--- src/rtl/alu_serial_rx_if.sv ---
// rtl/alu_serial_rx_if.sv - result buffer bus between the serial receiver and the ALU core
interface alu_serial_rx_if #(
  parameter int WORD_W = 32
);
  logic              out_valid;
  logic              out_ready;
  logic [WORD_W-1:0] out_a;
  logic [WORD_W-1:0] out_b;
  logic [2:0]        out_op;
  logic [3:0]        out_crc;
  logic              out_err_data;
  logic              out_err_crc;

  modport master (
    output out_valid, out_a, out_b, out_op, out_crc, out_err_data, out_err_crc,
    input  out_ready
  );

  modport slave (
    input  out_valid, out_a, out_b, out_op, out_crc, out_err_data, out_err_crc,
    output out_ready
  );
endinterface

--- src/rtl/alu_serial_rx.sv ---
// rtl/alu_serial_rx.sv - serial frame deserializer feeding the ALU core; CRC check under ALU_RX_CRC_CHECK_EN
module alu_serial_rx #(
  parameter int WORD_W      = 32,
  parameter int TIMEOUT_CYC = 255
) (
  input  logic            clk,
  input  logic            rst,
  input  logic            sin,
  alu_serial_rx_if.master out_if,
  output logic            frame_err,
  output logic            overflow
);
  localparam int NFR = 2 * WORD_W / 8;
  localparam int CW  = $clog2(NFR + 1);
  localparam int TW  = (TIMEOUT_CYC > 0) ? $clog2(TIMEOUT_CYC + 1) : 1;
  localparam logic [CW-1:0] FULL    = CW'(NFR);
  localparam logic [TW-1:0] TO_LAST = TW'((TIMEOUT_CYC > 0) ? TIMEOUT_CYC - 1 : 0);

  typedef enum logic [1:0] {IDLE, TYPE, DATA, STOP} state_t;

  state_t              state_q, state_d;
  logic                is_cmd_q, is_cmd_d;
  logic [2:0]          bit_q, bit_d;
  logic [7:0]          sh_q, sh_d;
  logic [CW-1:0]       cnt_q, cnt_d;
  logic [TW-1:0]       to_q, to_d;
  logic [2*WORD_W-1:0] ab_q, ab_d;
  logic                frame_err_q, frame_err_d;
  logic                overflow_q, overflow_d;

  logic                valid_q, valid_d;
  logic [WORD_W-1:0]   a_q, a_d, b_q, b_d;
  logic [2:0]          op_q, op_d;
  logic [3:0]          crc_out_q, crc_out_d;
  logic                err_data_q, err_data_d;
  logic                err_crc_q, err_crc_d;

  logic                load;
  logic [WORD_W-1:0]   ld_a, ld_b;
  logic [2:0]          ld_op;
  logic [3:0]          ld_crc;
  logic                ld_err_data, ld_err_crc;

`ifdef ALU_RX_CRC_CHECK_EN
  logic [3:0] crc_q, crc_d;

  // One MSB-first step of CRC-4, polynomial x^4+x+1.
  function automatic logic [3:0] crc4_step(input logic [3:0] c, input logic b);
    logic fb;
    fb = c[3] ^ b;
    return {c[2:0], 1'b0} ^ {2'b00, fb, fb};
  endfunction
`endif

  // Frame FSM next state, packet assembly, timeout and result generation.
  always_comb begin
    state_d     = state_q;
    is_cmd_d    = is_cmd_q;
    bit_d       = bit_q;
    sh_d        = sh_q;
    cnt_d       = cnt_q;
    to_d        = to_q;
    ab_d        = ab_q;
    frame_err_d = 1'b0;
    load        = 1'b0;
    ld_a        = '0;
    ld_b        = '0;
    ld_op       = '0;
    ld_crc      = '0;
    ld_err_data = 1'b0;
    ld_err_crc  = 1'b0;
`ifdef ALU_RX_CRC_CHECK_EN
    crc_d       = crc_q;
`endif
    unique case (state_q)
      IDLE: begin
        if (!sin) begin
          state_d = TYPE;
          to_d    = '0;
        end else if (TIMEOUT_CYC > 0 && cnt_q != '0) begin
          if (to_q == TO_LAST) begin
            cnt_d = '0;
            to_d  = '0;
          end else begin
            to_d = to_q + TW'(1);
          end
        end else begin
          to_d = '0;
        end
      end
      TYPE: begin
        is_cmd_d = sin;
        bit_d    = 3'd0;
        state_d  = DATA;
`ifdef ALU_RX_CRC_CHECK_EN
        // A packet's checksum starts fresh with its first data frame.
        if (cnt_q == '0) crc_d = '0;
`endif
      end
      DATA: begin
        sh_d  = {sh_q[6:0], sin};
        bit_d = bit_q + 3'd1;
`ifdef ALU_RX_CRC_CHECK_EN
        // Command payload contributes the constant 1 (in place of bit 7) then op.
        if (!is_cmd_q)          crc_d = crc4_step(crc_q, sin);
        else if (bit_q == 3'd0) crc_d = crc4_step(crc_q, 1'b1);
        else if (bit_q <= 3'd3) crc_d = crc4_step(crc_q, sin);
`endif
        if (bit_q == 3'd7) state_d = STOP;
      end
      STOP: begin
        state_d = IDLE;
        if (!sin) begin
          frame_err_d = 1'b1;
          cnt_d       = '0;
        end else if (!is_cmd_q) begin
          if (cnt_q == FULL) begin
            cnt_d       = '0;
            load        = 1'b1;
            ld_err_data = 1'b1;
          end else begin
            ab_d  = {ab_q[2*WORD_W-9:0], sh_q};
            cnt_d = cnt_q + CW'(1);
          end
        end else begin
          cnt_d  = '0;
          load   = 1'b1;
          ld_op  = sh_q[6:4];
          ld_crc = sh_q[3:0];
          if (cnt_q != FULL) begin
            ld_err_data = 1'b1;
          end else begin
            ld_a = ab_q[WORD_W-1:0];
            ld_b = ab_q[2*WORD_W-1:WORD_W];
`ifdef ALU_RX_CRC_CHECK_EN
            if (crc_q != sh_q[3:0]) begin
              ld_err_crc = 1'b1;
              ld_a       = '0;
              ld_b       = '0;
            end
`endif
          end
        end
      end
    endcase
  end

  // One-entry result buffer: drain on handshake, load unless full and stalled.
  always_comb begin
    valid_d    = valid_q;
    a_d        = a_q;
    b_d        = b_q;
    op_d       = op_q;
    crc_out_d  = crc_out_q;
    err_data_d = err_data_q;
    err_crc_d  = err_crc_q;
    overflow_d = 1'b0;
    if (valid_q && out_if.out_ready) valid_d = 1'b0;
    if (load) begin
      if (valid_q && !out_if.out_ready) begin
        overflow_d = 1'b1;
      end else begin
        valid_d    = 1'b1;
        a_d        = ld_a;
        b_d        = ld_b;
        op_d       = ld_op;
        crc_out_d  = ld_crc;
        err_data_d = ld_err_data;
        err_crc_d  = ld_err_crc;
      end
    end
  end

  // State and output registers; reset discards any partial frame or packet.
  always_ff @(posedge clk or posedge rst) begin
    if (rst) begin
      state_q     <= IDLE;
      is_cmd_q    <= 1'b0;
      bit_q       <= '0;
      sh_q        <= '0;
      cnt_q       <= '0;
      to_q        <= '0;
      ab_q        <= '0;
      frame_err_q <= 1'b0;
      overflow_q  <= 1'b0;
      valid_q     <= 1'b0;
      a_q         <= '0;
      b_q         <= '0;
      op_q        <= '0;
      crc_out_q   <= '0;
      err_data_q  <= 1'b0;
      err_crc_q   <= 1'b0;
`ifdef ALU_RX_CRC_CHECK_EN
      crc_q       <= '0;
`endif
    end else begin
      state_q     <= state_d;
      is_cmd_q    <= is_cmd_d;
      bit_q       <= bit_d;
      sh_q        <= sh_d;
      cnt_q       <= cnt_d;
      to_q        <= to_d;
      ab_q        <= ab_d;
      frame_err_q <= frame_err_d;
      overflow_q  <= overflow_d;
      valid_q     <= valid_d;
      a_q         <= a_d;
      b_q         <= b_d;
      op_q        <= op_d;
      crc_out_q   <= crc_out_d;
      err_data_q  <= err_data_d;
      err_crc_q   <= err_crc_d;
`ifdef ALU_RX_CRC_CHECK_EN
      crc_q       <= crc_d;
`endif
    end
  end

  assign out_if.out_valid    = valid_q;
  assign out_if.out_a        = a_q;
  assign out_if.out_b        = b_q;
  assign out_if.out_op       = op_q;
  assign out_if.out_crc      = crc_out_q;
  assign out_if.out_err_data = err_data_q;
  assign out_if.out_err_crc  = err_crc_q;
  assign frame_err           = frame_err_q;
  assign overflow            = overflow_q;
endmodule

--- src/flat_wrapper.sv ---
// flat-port wrapper written by rule: the top's interface ports become plain ports
module alu_serial_rx_flat 
#(
  parameter int WORD_W      = 32,
  parameter int TIMEOUT_CYC = 255
)
  (clk, rst, sin, frame_err, overflow, out_if_out_valid, out_if_out_a, out_if_out_b, out_if_out_op, out_if_out_crc, out_if_out_err_data, out_if_out_err_crc, out_if_out_ready);
  alu_serial_rx_if #(.WORD_W(WORD_W)) out_if_i ();
  input  logic clk;
  input  logic rst;
  input  logic sin;
  output logic frame_err;
  output logic overflow;
  output wire logic [$bits(out_if_i.out_valid)-1:0] out_if_out_valid;
  output wire logic [$bits(out_if_i.out_a)-1:0] out_if_out_a;
  output wire logic [$bits(out_if_i.out_b)-1:0] out_if_out_b;
  output wire logic [$bits(out_if_i.out_op)-1:0] out_if_out_op;
  output wire logic [$bits(out_if_i.out_crc)-1:0] out_if_out_crc;
  output wire logic [$bits(out_if_i.out_err_data)-1:0] out_if_out_err_data;
  output wire logic [$bits(out_if_i.out_err_crc)-1:0] out_if_out_err_crc;
  input wire logic [$bits(out_if_i.out_ready)-1:0] out_if_out_ready;
  assign out_if_out_valid = out_if_i.out_valid;
  assign out_if_out_a = out_if_i.out_a;
  assign out_if_out_b = out_if_i.out_b;
  assign out_if_out_op = out_if_i.out_op;
  assign out_if_out_crc = out_if_i.out_crc;
  assign out_if_out_err_data = out_if_i.out_err_data;
  assign out_if_out_err_crc = out_if_i.out_err_crc;
  assign out_if_i.out_ready = out_if_out_ready;
  alu_serial_rx #(.WORD_W(WORD_W), .TIMEOUT_CYC(TIMEOUT_CYC)) u_core (.clk(clk), .rst(rst), .sin(sin), .out_if(out_if_i), .frame_err(frame_err), .overflow(overflow));
endmodule
--- config.mk ---
export PLATFORM = sky130hd
export DESIGN_NAME = alu_serial_rx_flat
export DESIGN_NICKNAME = d
export VERILOG_FILES = /design/src/rtl/alu_serial_rx_if.sv /design/src/rtl/alu_serial_rx.sv /design/src/flat_wrapper.sv
export SDC_FILE = /design/constraint.sdc
export NUM_CORES = 1
export LEC_CHECK = 0
export ABC_AREA = 1
export BUFFER_PORTS_ARGS = -buffer_cell sky130_fd_sc_hd__buf_2
export CORE_MARGIN = 2
export CORE_UTILIZATION = 58
export DETAILED_ROUTE_END_ITERATION = 10
export GPL_TIMING_DRIVEN = 1
export PLACE_DENSITY = 0.83
export SLEW_MARGIN = 25
export SYNTH_ARGS = -nofsm -noshare
export SYNTH_HDL_FRONTEND = slang
export SYNTH_SLANG_ARGS = --single-unit
--- constraint.sdc ---
create_clock -name clk -period 6.5 [get_ports clk]
set_input_delay 0.325 -clock clk [delete_from_list [all_inputs] [get_ports clk]]
set_output_delay 0.325 -clock clk [all_outputs]
set_load 0.01 [all_outputs]
* Word-level counts from Yosys, hierarchy flattened
Index checks and enable logic that the tools add are counted.
Storage, ports and cells: register bits 165, bits of input ports 4, output and inout bits 76, word-level logic and storage cells 87
Cells by class: $add $sub $neg 3, equality and inequality tests 12, mux-type cells 43, bitwise operators 3, reductions and logical operators 11
Operators with widths (count):
- $mux 32 | 8
- $mux 4 | 9
- $mux 8 | 3
- $mux 1 | 15
- $mux 3 | 3
- $add 8x1->8 const B | 1
- $eq 8x8->1 const B | 1
- $pmux 2 s4 | 1
- $pmux 4 s2 | 1
- $reduce_and 4->1 | 2
- $ne 2x1->1 const B | 3
- $pmux 3 s2 | 1
- $add 4x1->4 const B | 1
- $eq 2x2->1 const B | 2
- $eq 4x4->1 const B | 1
- $mux 2 | 2
- $ne 2x2->1 const B | 2
- $ne 4x4->1 const B | 1
- $reduce_and 2->1 | 2
- $reduce_bool 2->1 | 2
- $reduce_bool 4->1 | 1
- $add 3x1->3 const B | 1
- $eq 3x3->1 const B | 1
- $not 1->1 | 3
- 4 further kinds | 5

* Depth between registers and ports, before layout
Gate-level depths: netlist of the first run.
word-level depth 6, depth in mapped cells 11

* Least setup slack after synthesis of the first run
No wires, ideal clock.
path kind register to register, from reg u_core.cnt_q[0], to reg u_core.crc_out_q[0] (netlist: u_core.out_if.out_crc[0]), library setup time 0.118 ns, data arrival time 1.593 ns, data required time 6.382 ns, setup slack 4.789 ns, cell stages (with the launch flop) 12, path buffers 1, clock period less this slack 1.711 ns, cell sequence dfrtp_1 inv_1 ha_1 nand3_2 ha_1 inv_1 nand2_2 nor2_8 inv_2 buf_2 nand2_1 nand2_1
On the way: word-level cells in the longest chain between the ends 6
RTL lines:
- start, declared | line alu_serial_rx.sv:25 | logic [CW-1:0] cnt_q, cnt_d;
- start signal, assigned | line alu_serial_rx.sv:201 | cnt_q <= cnt_d;
- $eq 4x4->1 | line alu_serial_rx.sv:117 | if (cnt_q == FULL) begin
- $mux 1 | line alu_serial_rx.sv:117
- $mux 1 | line alu_serial_rx.sv:116 | end else if (!is_cmd_q) begin
- $mux 1 | line alu_serial_rx.sv:113 | if (!sin) begin
- $mux 1 | line alu_serial_rx.sv:75 | unique case (state_q)
- $reduce_and 2->1 (no line)
- end signal, assigned | line alu_serial_rx.sv:210 | crc_out_q <= crc_out_d;
- end, declared | line alu_serial_rx.sv:34 | logic [3:0] crc_out_q, crc_out_d;
Every way passes these cells. A chain may end at the register's enable or synchronous reset.

* Final worst setup path of the first run
from reg u_core.cnt_q[0], to reg u_core.b_q[25] (netlist: u_core.out_if.out_b[25])
On the way: word-level cells in the longest chain between the ends 6, elaborated cells on any way between the ends 11, classes of those cells eq/ne (2); mux (8); reduce/logical (1)
RTL lines:
- $eq 4x4->1 | line alu_serial_rx.sv:117
- $mux 1 | line alu_serial_rx.sv:117
- $mux 1 | line alu_serial_rx.sv:116
- $mux 1 | line alu_serial_rx.sv:113
- $mux 1 | line alu_serial_rx.sv:75
- $reduce_and 2->1 (no line)
- end signal, assigned | line alu_serial_rx.sv:188 | b_q <= '0;
- end signal, assigned | line alu_serial_rx.sv:208 | b_q <= b_d;
- end, declared | line alu_serial_rx.sv:32 | logic [WORD_W-1:0] a_q, a_d, b_q, b_d;
Several ways; a longest one is shown, not always the timed one.

==> results_dict.tcl, run 1 <==
set metrics [dict create \
    power.share.clock 0.338 \
    coreArea_mm2 0.0114 \
    synthToLayoutAreaGrowth_pct 14.6 \
    pin_count 80 \
    maxCapViolCount 0 \
    reg2reg_depth 10 \
    cp_max_fo 73 \
    synthCells 717 \
    clockBufferDepth 2 \
    cts_buffers 17 \
    hp-class "input port to async pin" \
    grt_usage 0.230 \
    vdd_drop_max_uv 190 \
    diodes 0 \
    final.period_utilization 0.454 \
    syn_nets 733 \
    crit_path_end_kind "flip-flop" \
    place_hpwl_um 8550 \
    yosysSeqAreaShare 0.614 \
    cp.required_ns 6.81 \
    grt_pass1_wl_um 23000 \
    root_buffer "clkbuf_16" \
    synth_compound_area_frac 0.0588 \
    synth_edf_count 0 \
    swShare 0.301 \
    numPortBuffers 78 \
    grt_max_degree 121 \
    via_count 4968 \
    start_kind "flip-flop" \
    period_needed_ns 2.95 \
    power.internal_mw 2.06 \
    nFillCells 890 \
    dr.pass1.iters 5 \
    async_reset_ff_frac 1.00 \
    rows 39 \
    ys_ff_latch 165 \
    synth.avg_cell_area_um2 9.37 \
    status "completed" \
    synth_top_area_share 0.614 \
    clock_sinks 165 \
    seqPwrFrac 0.487 \
    nets 796 \
    synthFlopType "dfrtp_1" \
    drcViolationCount 0 \
    reg2reg_slack_ns 3.55 \
    cts_setup_buffers 0 \
    start_util 0.591 \
    syn_area_mm2 0.00672 \
    grt_setup_unrepaired "no" \
    drtIter0Drc 486 \
    p_per_area_mw_per_mm2 383 \
    die_w_um 112 \
    synth-xor-area-share 0.00521 \
    crit_type "flip-flop to flip-flop" \
    synth_top_family_by_area "simple AND/OR/NAND/NOR gates" \
    routed_wirelength_um 13400 \
    die_y_um 112 \
    viasPerCell 5.32 \
    wire_per_inst_um 14.4 \
    rr_startpoint "u_core.cnt_q[0]" \
    synth.distinct_cells 25 \
    dieArea_mm2 0.0125 \
    synth_warnings 0 \
    antenna_found_initial 0 \
    finClkSkew_ns 0.0101 \
    routabilityCongestion 0.784 \
    synth_adder_area_share 0.0223 \
    finish.utilization 0.677 \
    clkTransAtPathRegs_ns 0.06 \
    synthMuxAreaShare 0.0134 \
    h-tree-depth 4 \
    hold_viol 0 \
    drive_above_1_share 0.157 \
    synthSimpleGateAreaFrac 0.222 \
    cts_resized 0 \
    cellLeakagePower_nw 4.32 \
    synth_area_leader_cell "dfrtp_1" \
    grt_pass1_vias 4800 \
    r2r-end "u_core.out_if.out_b[25]" \
    grt_overflow 0 \
    switchingPower_uw 886 \
    drv_slew 0 \
    setup-violations-final 0 \
    share_comb_of_total_power 0.175 \
    timing.fmax_mhz 339 \
    cp.arrival_ns 3.26 \
    clock_latency_ns 0.43 \
    yosys-top-cells-area "dfrtp_1 61%, nand2_1 13%, nand3_1 6.5%" \
    finalSetupTns_ns 0 \
    postCtsHoldBufs 0 \
    worst_pin_slew_ns 0.958 \
    slew-limit-headroom 0.361 \
    antenna_left 0 \
    cts_tree "yes" \
]
-- sequential cells by signal, summed over array words and instances, names as in the netlist --
signal and cells:
u_core.out_if.out_a 32, u_core.state_q 2, u_core.ab_q 64, u_core.out_if.out_err_data 1, u_core.overflow 1, u_core.out_if.out_op 3
u_core.is_cmd_q 1, u_core.sh_q 8, u_core.bit_q 3, u_core.out_if.out_b 32, u_core.frame_err 1, u_core.to_q 8
u_core.out_if.out_crc 4, u_core.cnt_q 4, u_core.out_if.out_valid 1
-- power groups by stage --
stage          registers (mW)  clock network (mW)  logic [mW]
3_3_place_gp             1.43                   0       0.476
6_report                 1.44               0.998       0.516
4_1_cts                  1.43                1.01       0.519
5_1_grt                  1.47                1.05       0.597
3_5_place_dp             1.45                   0       0.511
2_1_floorplan            1.40                   0       0.407
-- cells in the final DEF (no fill, tap or decap), drive strengths merged --
cell / count
buf: 80
xnor2: 1
nand2: 229
nor2: 37
o21ai: 49
nor3: 1
nand4: 1
xor2: 3
inv: 54
bufinv: 2
conb: 1
dfrtp: 165
a21oi: 30
mux2: 8
nor3b: 1
clkbuf: 27
clkinv: 2
ha: 12
nand3: 88
-- routing by layer --
metal / up-vias / GRT usage / share of wire
met4: 0 / 0.0914 / 0.017
met2: 105 / 0.367 / 0.49
met5: - / 0 / 0
met1: 2440 / 0.316 / 0.45
li1: 2403 / - / -
met3: 20 / 0.0463 / 0.035
-- synthesized netlist by cell type, drive strengths merged (3+ instances only) --
cell type / instances
mux2: 8
dfrtp: 165
nor2: 37
a21oi: 30
nand2: 229
ha: 12
inv: 54
clkbuf: 6
buf: 30
nand3: 88
o21ai: 49
xor2: 3
-- cell families (layout without fill, tap and decap cells) --
logic type                 Yosys count  in the layout
muxes                                8              8
xor gates and xnor gates             4              4
buffers and inverters               91            165
DFF                                165            165
AOI/OAI and AO/OA                   79             79
adders and majority gates           12             12
other                                1              1
and+or+nand+nor                    357            357
-- critical path, stage by stage (launching register included) --
cell	delay [ns]
dfrtp_1	0.42
inv_1	0.08
ha_1	0.18
nand3_2	0.14
ha_1	0.31
inv_1	0.10
nand2_2	0.10
nor2_8	0.72
inv_4	0.47
nand2_1	0.19
nand2_1	0.06
-- worst max path at each step --
stage	end	from	depth (start not counted)
3_5_place_dp	u_core.out_if.out_b[23]	u_core.cnt_q[0]	10
4_1_cts	u_core.out_if.out_op[1]	u_core.cnt_q[0]	10
6_report	u_core.out_if.out_b[25]	u_core.cnt_q[0]	10
5_1_grt	u_core.out_if.out_b[0]	u_core.cnt_q[0]	10
3_3_place_gp	u_core.out_if.out_a[29]	u_core.cnt_q[0]	10
2_1_floorplan	u_core.ab_q[0]	rst	1
-- area by class of cell --
class / count / area, µm² / area share
Clock buffer: 27 / 523 / 0.0679
Clock inverter: 3 / 65.1 / 0.00845
Inverter: 55 / 214 / 0.0278
Multi-Input combinational cell: 461 / 2190 / 0.284
Sequential cell: 165 / 4130 / 0.536
Tap cell: 143 / 179 / 0.0232
Timing Repair Buffer: 80 / 405 / 0.0526
-- per-stage QoR --
stage               setup WS [ns]  hold slack [ns]  power (mW)  instances  area, µm²
global route                 3.24            0.160        3.12        934       7700
CTS                          3.33            0.127        2.96        934       7690
floorplan                    1.71            0.391        1.81        717       6720
finish                       3.55           0.0818        2.95        934       7700
detailed placement           3.35            0.461        1.96        904       7100
global placement             3.49            0.457        1.91        904       7100
Power figures use the tool's default switching activity.
==> inputs of run 2 (changes only) <==
==> constraint.sdc (replaced) <==
create_clock -name clk -period 3 [get_ports clk]
set_input_delay 0.15 -clock clk [delete_from_list [all_inputs] [get_ports clk]]
set_output_delay 0.15 -clock clk [all_outputs]
set_load 0.01 [all_outputs]
==> run 2 against run 1 <==
Compared with the run above: wire length increased by 7.1%; combinational power increased by 130%; sequential cell count stayed put; via count grew 4.6%.
==> results_dict.tcl, run 2 (same netlist as run 1, synthesis figures left out) <==
set metrics [dict create \
    numPortBuffers 78 \
    layout_commonest_cell "nand2_1" \
    dr_wl_met2_um 7180 \
    cts_buffers 17 \
    cts_tree "yes" \
    antenna_found_initial 0 \
    die_w_um 112 \
    period_needed_ns 2.37 \
    hold_viol 0 \
    finClkSkew_ns 0.00811 \
    seqCellArea_mm2 0.00413 \
    h-tree-depth 4 \
    clock_latency_ns 0.42 \
    viasPerCell 5.50 \
    coreArea_mm2 0.0114 \
    dieArea_mm2 0.0125 \
    maxCapViolCount 0 \
    drv_slew 0 \
    multi_input_area_mm2 0.00218 \
    grt_setup_unrepaired "no" \
    dr.pass1.iters 6 \
    grt_usage 0.242 \
    antenna_left 0 \
    setup-violations-final 0 \
    rows 39 \
    place_hpwl_um 9080 \
    final.period_utilization 0.788 \
    cp_num_buf_inv 4 \
    via_count 5195 \
    wl_met1_um 6220 \
    drtIter0Drc 521 \
    finalSetupTns_ns 0 \
    cellLeakagePower_nw 4.37 \
    root_buffer "clkbuf_16" \
    crit_slowest_cell "dfrtp_1" \
    grt_max_degree 106 \
    regMostFlops "u_core.ab_q" \
    nets 804 \
    wire_per_inst_um 15.2 \
    vdd_drop_max_uv 420 \
    top_layer "met4" \
    start_kind "flip-flop" \
    cpPeakStageDelay_ns 0.42 \
    status "completed" \
    drive_above_1_share 0.170 \
    p_per_area_mw_per_mm2 836 \
    synthToLayoutAreaGrowth_pct 16.3 \
    cp.required_ns 3.30 \
    start_util 0.591 \
    grt_pass1_wl_um 24300 \
    crit_type "flip-flop to flip-flop" \
    pin_count 80 \
    grt_pass1_vias 5115 \
    hp-class "input port to flip-flop" \
    cts_setup_buffers 0 \
    die_y_um 112 \
    clkTransAtPathRegs_ns 0.07 \
    cp.arrival_ns 2.67 \
    routed_wirelength_um 14400 \
    diodes 0 \
    clock_sinks 165 \
    worst_pin_slew_ns 0.646 \
    grt_overflow 0 \
    timing.fmax_mhz 423 \
    slew-limit-headroom 0.569 \
    cp_max_fo 39 \
    path_cells "inv_1 > ha_1 > nand3_2 > ha_1 > inv_1 > nand2_2 > nor2_8 > inv_2 > buf_4 > nand2_1 > nand2_1" \
    drcViolationCount 0 \
    routabilityCongestion 0.824 \
    mostFrequentLayoutCells "226 x nand2_1, 165 x dfrtp_1, 87 x nand3_1, 78 x buf_2, 50 x inv_1" \
    nFillCells 852 \
    finish.utilization 0.688 \
    crit_family "simple AND/OR/NAND/NOR gates" \
    largest_reg_flops 64 \
    crit_path_end_kind "flip-flop" \
    wl_met3_um 594 \
    clockBufferDepth 2 \
]
[run 2: cell types whose count changed in the layout (fill, tap and decap cells not counted), moves of 2 or more]
cell	previous run	this run
clkbuf_8	6	1
clkinvlp_4	0	5
clkbuf_1	4	0
buf_12	0	3
buf_4	2	5
clkinv_4	0	2
dlygate4sd3_1	0	2
[run 2: worst paths after layout]
kind	slack [ns]	start	end	cells past startpoint
worst max register to register	0.63	u_core.cnt_q[0]	u_core.out_if.out_b[11]	11
worst min-delay path	0.07	out_if_out_ready	u_core.overflow	4
worst min register to register	0.48	u_core.out_if.out_a[27]	u_core.out_if.out_a[27]	2
max in group asynchronous	1.70	rst	u_core.sh_q[1]	4
min in group asynchronous	0.37	rst	u_core.out_if.out_b[22]	3
worst max-delay path	0.63	u_core.cnt_q[0]	u_core.out_if.out_b[11]	11
[run 2: cell type report]
type / count / area share
clock buffers: 18 / 0.0562
clock inverters: 14 / 0.0226
inverters: 55 / 0.0269
multi-input cells: 461 / 0.278
flip-flops and latches: 165 / 0.528
well taps: 143 / 0.0229
repair buffers: 88 / 0.0650
[run 2: what timing repair did]
action / 4_1_cts / 5_1_grt
hold buffers: 2 / 0
gates resized for setup: 0 / 0
hold endpoints to repair: 27 / 0
[run 2: tightest hold or removal path: cells and delay by family]
kind          cells  cell delay, ns
simple gates      2            0.13
buf+inv           2            0.16
[run 2: metal layers]
| metal | global-route usage | vias to the layer above |
|---|---|---|
| li1 | - | 2418 |
| met1 | 0.322 | 2579 |
| met3 | 0.0484 | 28 |
| met5 | 0 | - |
| met2 | 0.394 | 170 |
| met4 | 0.101 | 0 |
[run 2: metrics by stage]
stage          total power [mW]  std cells  area, µm²  hold slack, ns  setup slack, ns
6_report                   6.54        944       7820          0.0704            0.635
5_1_grt                    6.89        944       7820          0.0774            0.474
4_1_cts                    6.56        944       7820          0.0631            0.620
3_5_place_dp               4.28        910       7180           0.258            0.653
3_3_place_gp               4.17        910       7180           0.248            0.819
2_1_floorplan              3.92        717       6730           0.216            0.751
[run 2: power breakdown]
part	internal [mW]	leakage, nW	switching (mW)	total, mW
logic	0.393	1.91	0.776	1.17
clock network	1.34	0.291	0.907	2.25
registers	2.74	2.16	0.376	3.12
total	4.48	4.37	2.06	6.54
==> inputs of run 3 (changes only) <==
--- a/config.mk
+++ b/config.mk
@@ -8,10 +8,10 @@
 export ABC_AREA = 1
 export BUFFER_PORTS_ARGS = -buffer_cell sky130_fd_sc_hd__buf_2
 export CORE_MARGIN = 2
-export CORE_UTILIZATION = 58
+export CORE_UTILIZATION = 52
 export DETAILED_ROUTE_END_ITERATION = 10
 export GPL_TIMING_DRIVEN = 1
-export PLACE_DENSITY = 0.83
+export PLACE_DENSITY = 0.79
 export SLEW_MARGIN = 25
 export SYNTH_ARGS = -nofsm -noshare
 export SYNTH_HDL_FRONTEND = slang
==> constraint.sdc (replaced) <==
create_clock -name clk -period 2 [get_ports clk]
set_input_delay 0.1 -clock clk [delete_from_list [all_inputs] [get_ports clk]]
set_output_delay 0.1 -clock clk [all_outputs]
set_load 0.01 [all_outputs]
==> run 3 against run 2 <==
Compared with the run above: fmax grew 28%; non-clock buffer count grew 10; via count shrank 4.6%; critical path depth is the same; setup slack lost 0.49 ns; die area grew 11%; first-iteration DRC count shrank 17%; power grew 52%; largest power group unchanged; highest routed layer unchanged.
==> results_dict.tcl, run 3 (same netlist as run 1, synthesis figures left out) <==
set metrics [dict create \
    routabilityCongestion 0.753 \
    vdd_drop_max_uv 577 \
    cp.arrival_ns 2.17 \
    via_count 4956 \
    clock_latency_ns 0.42 \
    cts_tree "yes" \
    crit_path_end_kind "flip-flop" \
    mostFrequentLayoutCells "226 x nand2_1, 165 x dfrtp_1, 87 x nand3_1, 78 x buf_2, 50 x inv_1" \
    grt_usage 0.211 \
    routed_wirelength_um 14100 \
    antenna_found_initial 0 \
    wl_met3_um 566 \
    die_y_um 118 \
    diodes 0 \
    clock_sinks 165 \
    fin_area_mm2 0.00801 \
    reg2reg_slack_ns 0.15 \
    synthToLayoutAreaGrowth_pct 19.1 \
    drive_above_1_share 0.177 \
    drv_slew 0 \
    grt_setup_unrepaired "no" \
    p_per_area_mw_per_mm2 1250 \
    final.period_utilization 0.927 \
    largest_reg_flops 64 \
    maxCapViolCount 0 \
    grt_pass1_vias 4936 \
    status "completed" \
    finClkSkew_ns 0.00475 \
    place_worst_setup_slack_ns 0.0590 \
    viasPerCell 5.05 \
    layout_commonest_cell "nand2_1" \
    root_buffer "clkbuf_16" \
    cts_buffers 17 \
    start_kind "flip-flop" \
    coreArea_mm2 0.0126 \
    period_needed_ns 1.85 \
    grt_max_degree 87 \
    hold_viol 0 \
    crit_type "flip-flop to flip-flop" \
    nFillCells 1045 \
    grt_overflow 0 \
    pin_count 80 \
    setup_ws_ns 0.146 \
    antenna_left 0 \
    drcViolationCount 0 \
    dr_wl_met2_um 6830 \
    dr.pass1.iters 5 \
    drtIter0Drc 430 \
    wl_met1_um 6500 \
    clkTransAtPathRegs_ns 0.06 \
    grt_pass1_wl_um 23600 \
    power_mw 9.97 \
    finalSetupTns_ns 0 \
    top_layer "met4" \
    regMostFlops "u_core.ab_q" \
    start_util 0.533 \
    hp-class "input port to flip-flop" \
    cp.required_ns 2.31 \
    h-tree-depth 4 \
    wire_per_inst_um 14.4 \
    numPortBuffers 78 \
    die_w_um 118 \
    dieArea_mm2 0.0139 \
    timing.fmax_mhz 539 \
    nets 814 \
    detailed_place.area_mm2 0.00732 \
    clockBufferDepth 2 \
    rows 41 \
    cp_max_fo 32 \
    cellLeakagePower_nw 4.46 \
    setup-violations-final 0 \
    cts_setup_buffers 0 \
    place_hpwl_um 8800 \
]
## run 3: final cells by class
class | count | area, µm² | area share
sequential | 165 | 4130 | 0.516
clock inverter | 8 | 146 | 0.0183
inverter | 55 | 213 | 0.0266
timing repair buffer | 98 | 642 | 0.0802
tap | 172 | 215 | 0.0269
clock buffer | 22 | 484 | 0.0605
multi-input combinational | 461 | 2180 | 0.272
## run 3: through the flow
stage / cells / utilization / hold WS (ns)
after floorplan: 717 / - / 0.166
after global placement: 947 / 0.580 / 0.0171
after detailed placement: 947 / 0.580 / 0.0155
after CTS: 979 / 0.631 / 0.0294
after global routing: 981 / 0.634 / 0.0613
final: 981 / 0.634 / 0.0422
## run 3: worst paths after layout
| path | startpoint | endpoint | cells past startpoint |
|---|---|---|---|
| setup reg to reg | u_core.cnt_q[1] | u_core.out_if.out_b[5] | 11 |
| hold / removal | out_if_out_ready | u_core.out_if.out_valid | 4 |
| setup / recovery | u_core.cnt_q[1] | u_core.out_if.out_b[5] | 11 |
| hold reg to reg | u_core.bit_q[0] | u_core.bit_q[0] | 1 |
| min in group asynchronous | rst | u_core.out_if.out_b[19] | 3 |
| max in group asynchronous | rst | u_core.out_if.out_a[2] | 4 |
## run 3: per-layer routing
metal  up-vias  GRT usage
met1      2382      0.284
met5         -          0
met3        18     0.0426
li1       2435          -
met2       121      0.340
met4         0     0.0828
## run 3: power breakdown
part	internal, mW	leakage (nW)	switching [mW]
Combinational	0.660	1.98	1.15
Sequential	4.12	2.16	0.566
Clock	2.21	0.308	1.27
Total	6.99	4.46	2.98
## run 3: critical path, cell delays in order (launching register included)
cell	delay [ns]
dfrtp_1	0.41
inv_1	0.06
ha_1	0.17
nand3_2	0.09
ha_1	0.24
inv_1	0.07
nand2_2	0.10
nor2_8	0.15
inv_4	0.11
buf_12	0.19
nand2_1	0.09
nand2_1	0.06
## run 3: repair_timing
item,CTS,global route
hold endpoints to repair,168,0
setup endpoints to repair,0,63
resized for setup,0,2
hold buffers,2,0
